$ cat config.mk
export PLATFORM = sky130hd
export DESIGN_NAME = wb_arbiter_2m
export DESIGN_NICKNAME = d
export VERILOG_FILES = /design/src/rtl/wb_pkg.sv /design/src/rtl/wb_rr_pick.sv /design/src/rtl/wb_arbiter_2m.sv
export SDC_FILE = /design/constraint.sdc
export NUM_CORES = 1
export LEC_CHECK = 0
export ABC_AREA = 1
export ABC_CLOCK_PERIOD_IN_PS = 3510
export CORE_AREA = 2 2 119 121
export DETAILED_ROUTE_END_ITERATION = 10
export DIE_AREA = 0 0 121 123
export PLACE_DENSITY_LB_ADDON = 0.08
export SLEW_MARGIN = 20
export SYNTH_ARGS = -nofsm -noshare
export SYNTH_HDL_FRONTEND = slang
export SYNTH_SLANG_ARGS = --single-unit
$ cat constraint.sdc
create_clock -name clk -period 3.51 [get_ports clk]
set_clock_uncertainty 0.15 [all_clocks]
set_input_delay 0.8775 -clock clk [delete_from_list [all_inputs] [get_ports clk]]
set_output_delay 0.8775 -clock clk [all_outputs]
set_load 0.02 [all_outputs]
$ cat src/rtl/wb_pkg.sv
// Shared definitions for the two-master Wishbone arbiter.
// Latency: n/a (types and constants only).
// Backpressure: n/a.
package wb_pkg;

  localparam int ADDR_W = 32;
  localparam int DATA_W = 32;

  // Arbiter ownership state.
  typedef enum logic [1:0] {
    ST_IDLE = 2'd0,
    ST_OWN0 = 2'd1,
    ST_OWN1 = 2'd2
  } arb_state_t;

  // One-hot grant encodings, also used on the o_grant port.
  localparam logic [1:0] GNT_IDLE = 2'b00;
  localparam logic [1:0] GNT_M0   = 2'b01;
  localparam logic [1:0] GNT_M1   = 2'b10;

endpackage

$ cat src/rtl/wb_rr_pick.sv
// Combinational 2-way round-robin picker: one-hot grant from two requests.
// Latency: 0 cycles (pure combinational).
// Backpressure: none; on a tie the master that did not own last wins.
// Ports: i_req[1:0] (bit0=M0, bit1=M1), i_last_m1 (1 = M1 owned last),
//        o_gnt[1:0] one-hot winner, 00 when nobody requests.
module wb_rr_pick
  import wb_pkg::*;
(
  input  logic [1:0] i_req,
  input  logic       i_last_m1,
  output logic [1:0] o_gnt
);

  always_comb begin
    o_gnt = GNT_IDLE;
    if (i_req == 2'b11) begin
      o_gnt = i_last_m1 ? GNT_M0 : GNT_M1;
    end else begin
      // Zero or one request: the request vector is already one-hot.
      o_gnt = i_req;
    end
  end

endmodule

$ cat src/rtl/wb_arbiter_2m.sv
// Two-master / one-slave pipelined Wishbone arbiter, round-robin, grant held for the bus cycle.
// Latency: grant 1 cycle after cyc; owner-to-slave signals forwarded combinationally; 1 dead cycle between owners.
// Backpressure: owner sees slave stall, plus stall while a request is outstanding; non-owner always stalled.
// Ports: clk/reset (async active-high); i_mX_* master requests; o_mX_* ack/err/stall/read data to
//        each master; o_s_* / i_s_* the shared slave port; o_grant one-hot current owner.
module wb_arbiter_2m
  import wb_pkg::*;
#(
  parameter int TIMEOUT = 16,  // cycles a granted request may wait for ack, 2..255
  parameter int CNT_W   = 8    // timeout counter width, must hold TIMEOUT
) (
  input  logic              clk,
  input  logic              reset,
  input  logic              i_m0_cyc,
  input  logic              i_m0_stb,
  input  logic              i_m0_we,
  input  logic [ADDR_W-1:0] i_m0_addr,
  input  logic [DATA_W-1:0] i_m0_data,
  input  logic              i_m1_cyc,
  input  logic              i_m1_stb,
  input  logic              i_m1_we,
  input  logic [ADDR_W-1:0] i_m1_addr,
  input  logic [DATA_W-1:0] i_m1_data,
  output logic              o_m0_ack,
  output logic              o_m0_err,
  output logic              o_m0_stall,
  output logic [DATA_W-1:0] o_m0_data,
  output logic              o_m1_ack,
  output logic              o_m1_err,
  output logic              o_m1_stall,
  output logic [DATA_W-1:0] o_m1_data,
  output logic              o_s_cyc,
  output logic              o_s_stb,
  output logic              o_s_we,
  output logic [ADDR_W-1:0] o_s_addr,
  output logic [DATA_W-1:0] o_s_data,
  input  logic              i_s_ack,
  input  logic              i_s_stall,
  input  logic [DATA_W-1:0] i_s_data,
  output logic [1:0]        o_grant
);

  localparam logic [CNT_W-1:0] TO_LAST = CNT_W'(TIMEOUT - 1);

  arb_state_t        r_state;
  arb_state_t        w_state_nxt;
  logic              r_last_m1;
  logic              r_pending;
  logic [CNT_W-1:0]  r_cnt;

  logic [1:0]        w_pick;
  logic              w_m_cyc;
  logic              w_m_stb;
  logic              w_m_we;
  logic [ADDR_W-1:0] w_m_addr;
  logic [DATA_W-1:0] w_m_data;
  logic              w_blocked;
  logic              w_timeout;
  logic              w_accept;
  logic              w_owner_stall;

  wb_rr_pick u_pick (
    .i_req     ({i_m1_cyc, i_m0_cyc}),
    .i_last_m1 (r_last_m1),
    .o_gnt     (w_pick)
  );

  // Select the owning master's request signals; all zero while idle.
  always_comb begin
    w_m_cyc  = 1'b0;
    w_m_stb  = 1'b0;
    w_m_we   = 1'b0;
    w_m_addr = '0;
    w_m_data = '0;
    if (r_state == ST_OWN0) begin
      w_m_cyc  = i_m0_cyc;
      w_m_stb  = i_m0_stb;
      w_m_we   = i_m0_we;
      w_m_addr = i_m0_addr;
      w_m_data = i_m0_data;
    end else if (r_state == ST_OWN1) begin
      w_m_cyc  = i_m1_cyc;
      w_m_stb  = i_m1_stb;
      w_m_we   = i_m1_we;
      w_m_addr = i_m1_addr;
      w_m_data = i_m1_data;
    end
  end

  // One outstanding request at a time; an ack this cycle frees the slot
  // immediately so a back-to-back strobe can be accepted alongside it.
  assign w_blocked     = r_pending && !i_s_ack;
  // An ack arriving on the last allowed cycle wins over the timeout.
  assign w_timeout     = w_m_cyc && r_pending && !i_s_ack && (r_cnt == TO_LAST);
  assign o_s_cyc       = w_m_cyc && !w_timeout;
  // Strobe is masked while blocked so the slave never sees a second request
  // that the master has been told is stalled.
  assign o_s_stb       = o_s_cyc && w_m_stb && !w_blocked;
  assign o_s_we        = w_m_we;
  assign o_s_addr      = w_m_addr;
  assign o_s_data      = w_m_data;
  assign w_accept      = o_s_stb && !i_s_stall;
  assign w_owner_stall = i_s_stall || w_blocked;

  // Per-master return path; the non-owner stays stalled and sees nothing.
  always_comb begin
    o_m0_stall = 1'b1;
    o_m0_ack   = 1'b0;
    o_m0_err   = 1'b0;
    o_m0_data  = '0;
    o_m1_stall = 1'b1;
    o_m1_ack   = 1'b0;
    o_m1_err   = 1'b0;
    o_m1_data  = '0;
    case (r_state)
      ST_OWN0: begin
        o_m0_stall = w_owner_stall;
        o_m0_ack   = i_s_ack;
        o_m0_err   = w_timeout;
        o_m0_data  = i_s_data;
      end
      ST_OWN1: begin
        o_m1_stall = w_owner_stall;
        o_m1_ack   = i_s_ack;
        o_m1_err   = w_timeout;
        o_m1_data  = i_s_data;
      end
      default: ;
    endcase
  end

  always_comb begin
    o_grant = GNT_IDLE;
    case (r_state)
      ST_OWN0: o_grant = GNT_M0;
      ST_OWN1: o_grant = GNT_M1;
      default: o_grant = GNT_IDLE;
    endcase
  end

  always_comb begin
    w_state_nxt = r_state;
    case (r_state)
      ST_IDLE: begin
        if (w_pick == GNT_M0) begin
          w_state_nxt = ST_OWN0;
        end else if (w_pick == GNT_M1) begin
          w_state_nxt = ST_OWN1;
        end
      end
      ST_OWN0, ST_OWN1: begin
        if (!w_m_cyc || w_timeout) begin
          w_state_nxt = ST_IDLE;
        end
      end
      default: w_state_nxt = ST_IDLE;
    endcase
  end

  always_ff @(posedge clk or posedge reset) begin
    if (reset) begin
      r_state   <= ST_IDLE;
      r_last_m1 <= 1'b1;  // so M0 wins the first tie
      r_pending <= 1'b0;
      r_cnt     <= '0;
    end else begin
      r_state <= w_state_nxt;
      if (r_state == ST_IDLE) begin
        if (w_state_nxt == ST_OWN0) begin
          r_last_m1 <= 1'b0;
        end else if (w_state_nxt == ST_OWN1) begin
          r_last_m1 <= 1'b1;
        end
      end
      // Release, timeout or idle drops any outstanding request; a late ack
      // then lands in IDLE and is discarded.
      if (r_state == ST_IDLE || !w_m_cyc || w_timeout) begin
        r_pending <= 1'b0;
        r_cnt     <= '0;
      end else if (w_accept) begin
        r_pending <= 1'b1;
        r_cnt     <= '0;
      end else if (i_s_ack) begin
        r_pending <= 1'b0;
        r_cnt     <= '0;
      end else if (r_pending) begin
        r_cnt <= r_cnt + 1'b1;
      end
    end
  end

endmodule

==> reports/metrics.csv <==
stage,metric,value,unit
status,status,"finished, final reports clean",
global_route,vias in the first global route,3386,
clock_network,maximum clock path buffer count,2,
layout,Diodes inserted,0,
global_route,largest net degree at the start of global routing,79,
placement,HPWL Detailed,11.2,mm
synthesis,cell accounting for the most synthesized area,nand2_1,
job,Max Cap Viol,0,
layout,final instance area,5660,µm²
pwr,total power,3.79,mW
synthesis,post-synthesis cell count,462,
clock_network,Sink Count,12,
critical_path,"critical path fanouts, max",4,
synthesis,Area contributors post-synth,"nand2_1 37%, nand3_1 16%, inv_1 14%",
timing,fin crit share,97.8,%
detailed_routing,vias per cell,4.04,
timing,worst setup margin,0.0769,ns
synthesis,"Warnings, synthesis",0,
critical_path,Setup crit end kind,output pin,
layout,layout cells sized above 1,4.11,%
synthesis,"Distinct cells, synth",28,
detailed_routing,Pre-Repair DR Iteration Count,4,
clock_network,TritonCTS Buffers,3,
pwr,worst vdd ir,0.430,mV
clock_network,"Clk pin slew, worst setup/hold paths",0.04,ns
clock_network,CTS H-tree depth,1,
synthesis,sequential area share after synthesis,13.5,%
synthesis,Syn Area/Cell,4.85,µm²
detailed_routing,Routed WL per cell,14.6,µm
timing,post-layout minimum cycle time,3.43,ns
clock_network,Skew-Pair Late Insertion Delay,0.24,ns
die,die area,14900,µm²
global_route,initial antenna violation count,0,
timing,TNS Setup,0,ns
clock_network,"Hold-fix buffers, CTS",0,
min_path,type of the worst min-delay path,register to register,
placement,Post-DP Area,5560,µm²
placement,IO Port Bufs,308,
die,die width,121,µm
die,core box area,13600,µm²
timing,Final Max Tran Viols,0,
die,IO Count,309,
placement,dpl ws,0.00000266,ns
critical_path,Setup CP Type,input pin to output pin,
timing,Slew @ Worst Pin,0.454,ns
detailed_routing,DRC,0,
critical_path,launching element type of the critical path,input pin,
detailed_routing,Routed WL,13.7,mm
critical_path,worst path cell trace,clkdlybuf4s50_1 -> inv_1 -> nand2_2 -> inv_2 -> nand3_2 -> nand2_1 -> inv_1 -> clkdlybuf4s50_1,
synthesis,"flops & latches, synth",12,
clock_network,CTS tree,done,
synthesis,Synth Cell Area,2240,µm²
critical_path,CP max stage cell,clkdlybuf4s50_1,
detailed_routing,Vias,3779,
timing,RSZ-0062 raised after global routing,false,
timing,Achievable Freq,291,MHz
critical_path,"delay-heaviest family, CP",buffers and inverters,
die,die height,123,µm
detailed_routing,Starting DRT DRC Count,155,
synthesis,Post-Synthesis Net Count,639,
global_route,global-route wire length before repair,19.3,mm
timing,Worst slew margin,69.7,%
layout,area grow syn2layout,153,%
timing,Final Hold Viols,0,
critical_path,"Largest stage delay, worst path",0.59,ns
detailed_routing,post-route ant nets,0,
layout,fin nets,933,
global_route,Overflow after GRT,0,
synthesis,share of the synthesized area in the top cell type,36.5,%
die,cell row count,43,
global_route,GRT Util Overall,16.4,%
critical_path,Buffers & Inverters on Critical Path,5,
clock_network,clock root buffer,clkbuf_16,
timing,endpoints failing setup,0,
pwr,P_leak,2.91,nW
die,Initial Utilization,16.5,%
placement,GPL Wtd Cong,0.791,
critical_path,Worst Path Required,2.48,ns
clock_network,post-CTS setup buffers,0,
pwr,pwr dens,670,nW/µm²
critical_path,CP arrival,2.41,ns
## flip-flops by register name, summed over array words and instances (netlist names)
signal / flops
r_cnt: 8
r_last_m1: 1
r_state: 2
r_pending: 1
## power by group
part,leakage (nW),total (mW),switching (mW),internal [mW]
combinational,2.71,3.39,1.91,1.48
clock,0.0442,0.228,0.0563,0.172
sequential,0.162,0.174,0.0174,0.157
total,2.91,3.79,1.98,1.81
## synth_stat cells
cell type and n:
dfstp_2 1, nand4_1 2, nand2_1 218, o211ai_1 1, ha_1 7, mux2i_1 1, a21oi_1 3, nor2_1 14
dfrtp_1 11, buf_2 4, nand3b_1 1, a21oi_2 1, nand3_2 1, nor2_4 1, buf_4 1, a31oi_1 1
o21ai_0 3, o21a_1 1, nand2_2 2, buf_1 6, inv_1 81, clkbuf_1 18, xnor2_1 3, inv_2 3
nand3_1 70, xor2_1 2, nor2_2 4, nor3_1 1
## final timing paths
kind,from,end,slack [ns],depth (start not counted)
worst max register to register,r_state[1],r_last_m1,1.17,13
max in group asynchronous,reset,r_last_m1,2.07,2
min in group asynchronous,reset,r_cnt[1],0.80,2
worst max-delay path,i_s_ack,o_s_cyc,0.08,8
worst min-delay path,r_last_m1,r_last_m1,0.38,2
worst min register to register,r_last_m1,r_last_m1,0.38,2
## worst min-delay path, cell delays in order, from the launching register on
cell     delay (ns)
dfstp_2        0.36
a21oi_1        0.10
a31oi_1        0.05
## repair_timing
| item | CTS | global route |
|---|---|---|
| setup endpoints to repair | 1 | 21 |
| resized for setup | 1 | 3 |
| endpoints found under the hold margin | 0 | 0 |
## stage by stage
stage | cells | hold WS, ns | util, %
2_1_floorplan | 462 | 0.348 | -
3_3_place_gp | 931 | 0.371 | 40.9
3_5_place_dp | 931 | 0.373 | 40.9
4_1_cts | 935 | 0.376 | 41.5
5_1_grt | 935 | 0.415 | 41.6
6_report | 935 | 0.376 | 41.6
## cell usage in the layout, fill, tap and decap left out, types with 4 or more instances in the layout
cell type and count:
nor2_1 14, nand2_1 218, clkdlybuf4s50_1 303, nor2_2 4, ha_1 5, nand3_1 70
dfrtp_1 11, buf_4 8, inv_1 81
## per-layer routing
layer / routed length (µm) / global-route usage [%] / part of all wire (%)
met1: 5090 / 18.6 / 37
met4: 234 / 2.69 / 1.7
met5: 0 / 0 / 0
met2: 7190 / 31.0 / 52
met3: 1170 / 4.47 / 8.6
## final cells by class
cell class	instances	area [µm²]
multi-input combinational	337	1530
tap	180	225
clock buffer	4	88.8
inverter	84	315
sequential	12	302
fill	1442	7950
timing repair buffer	318	3200
## cells by family (layout without fill, tap and decap cells)
family	count (synthesis)	after routing	share of synthesized area, %
AO/OA/AOI/OAI	10	10	2.68
XOR/XNOR	5	5	1.95
multiplexers	1	1	0.447
buffers and inverters	113	406	19.3
adder cells (fa/ha/maj)	7	7	3.91
AND/OR/NAND/NOR	314	314	58.2
flip-flops	12	12	13.5
Power figures use the tool's default switching activity.
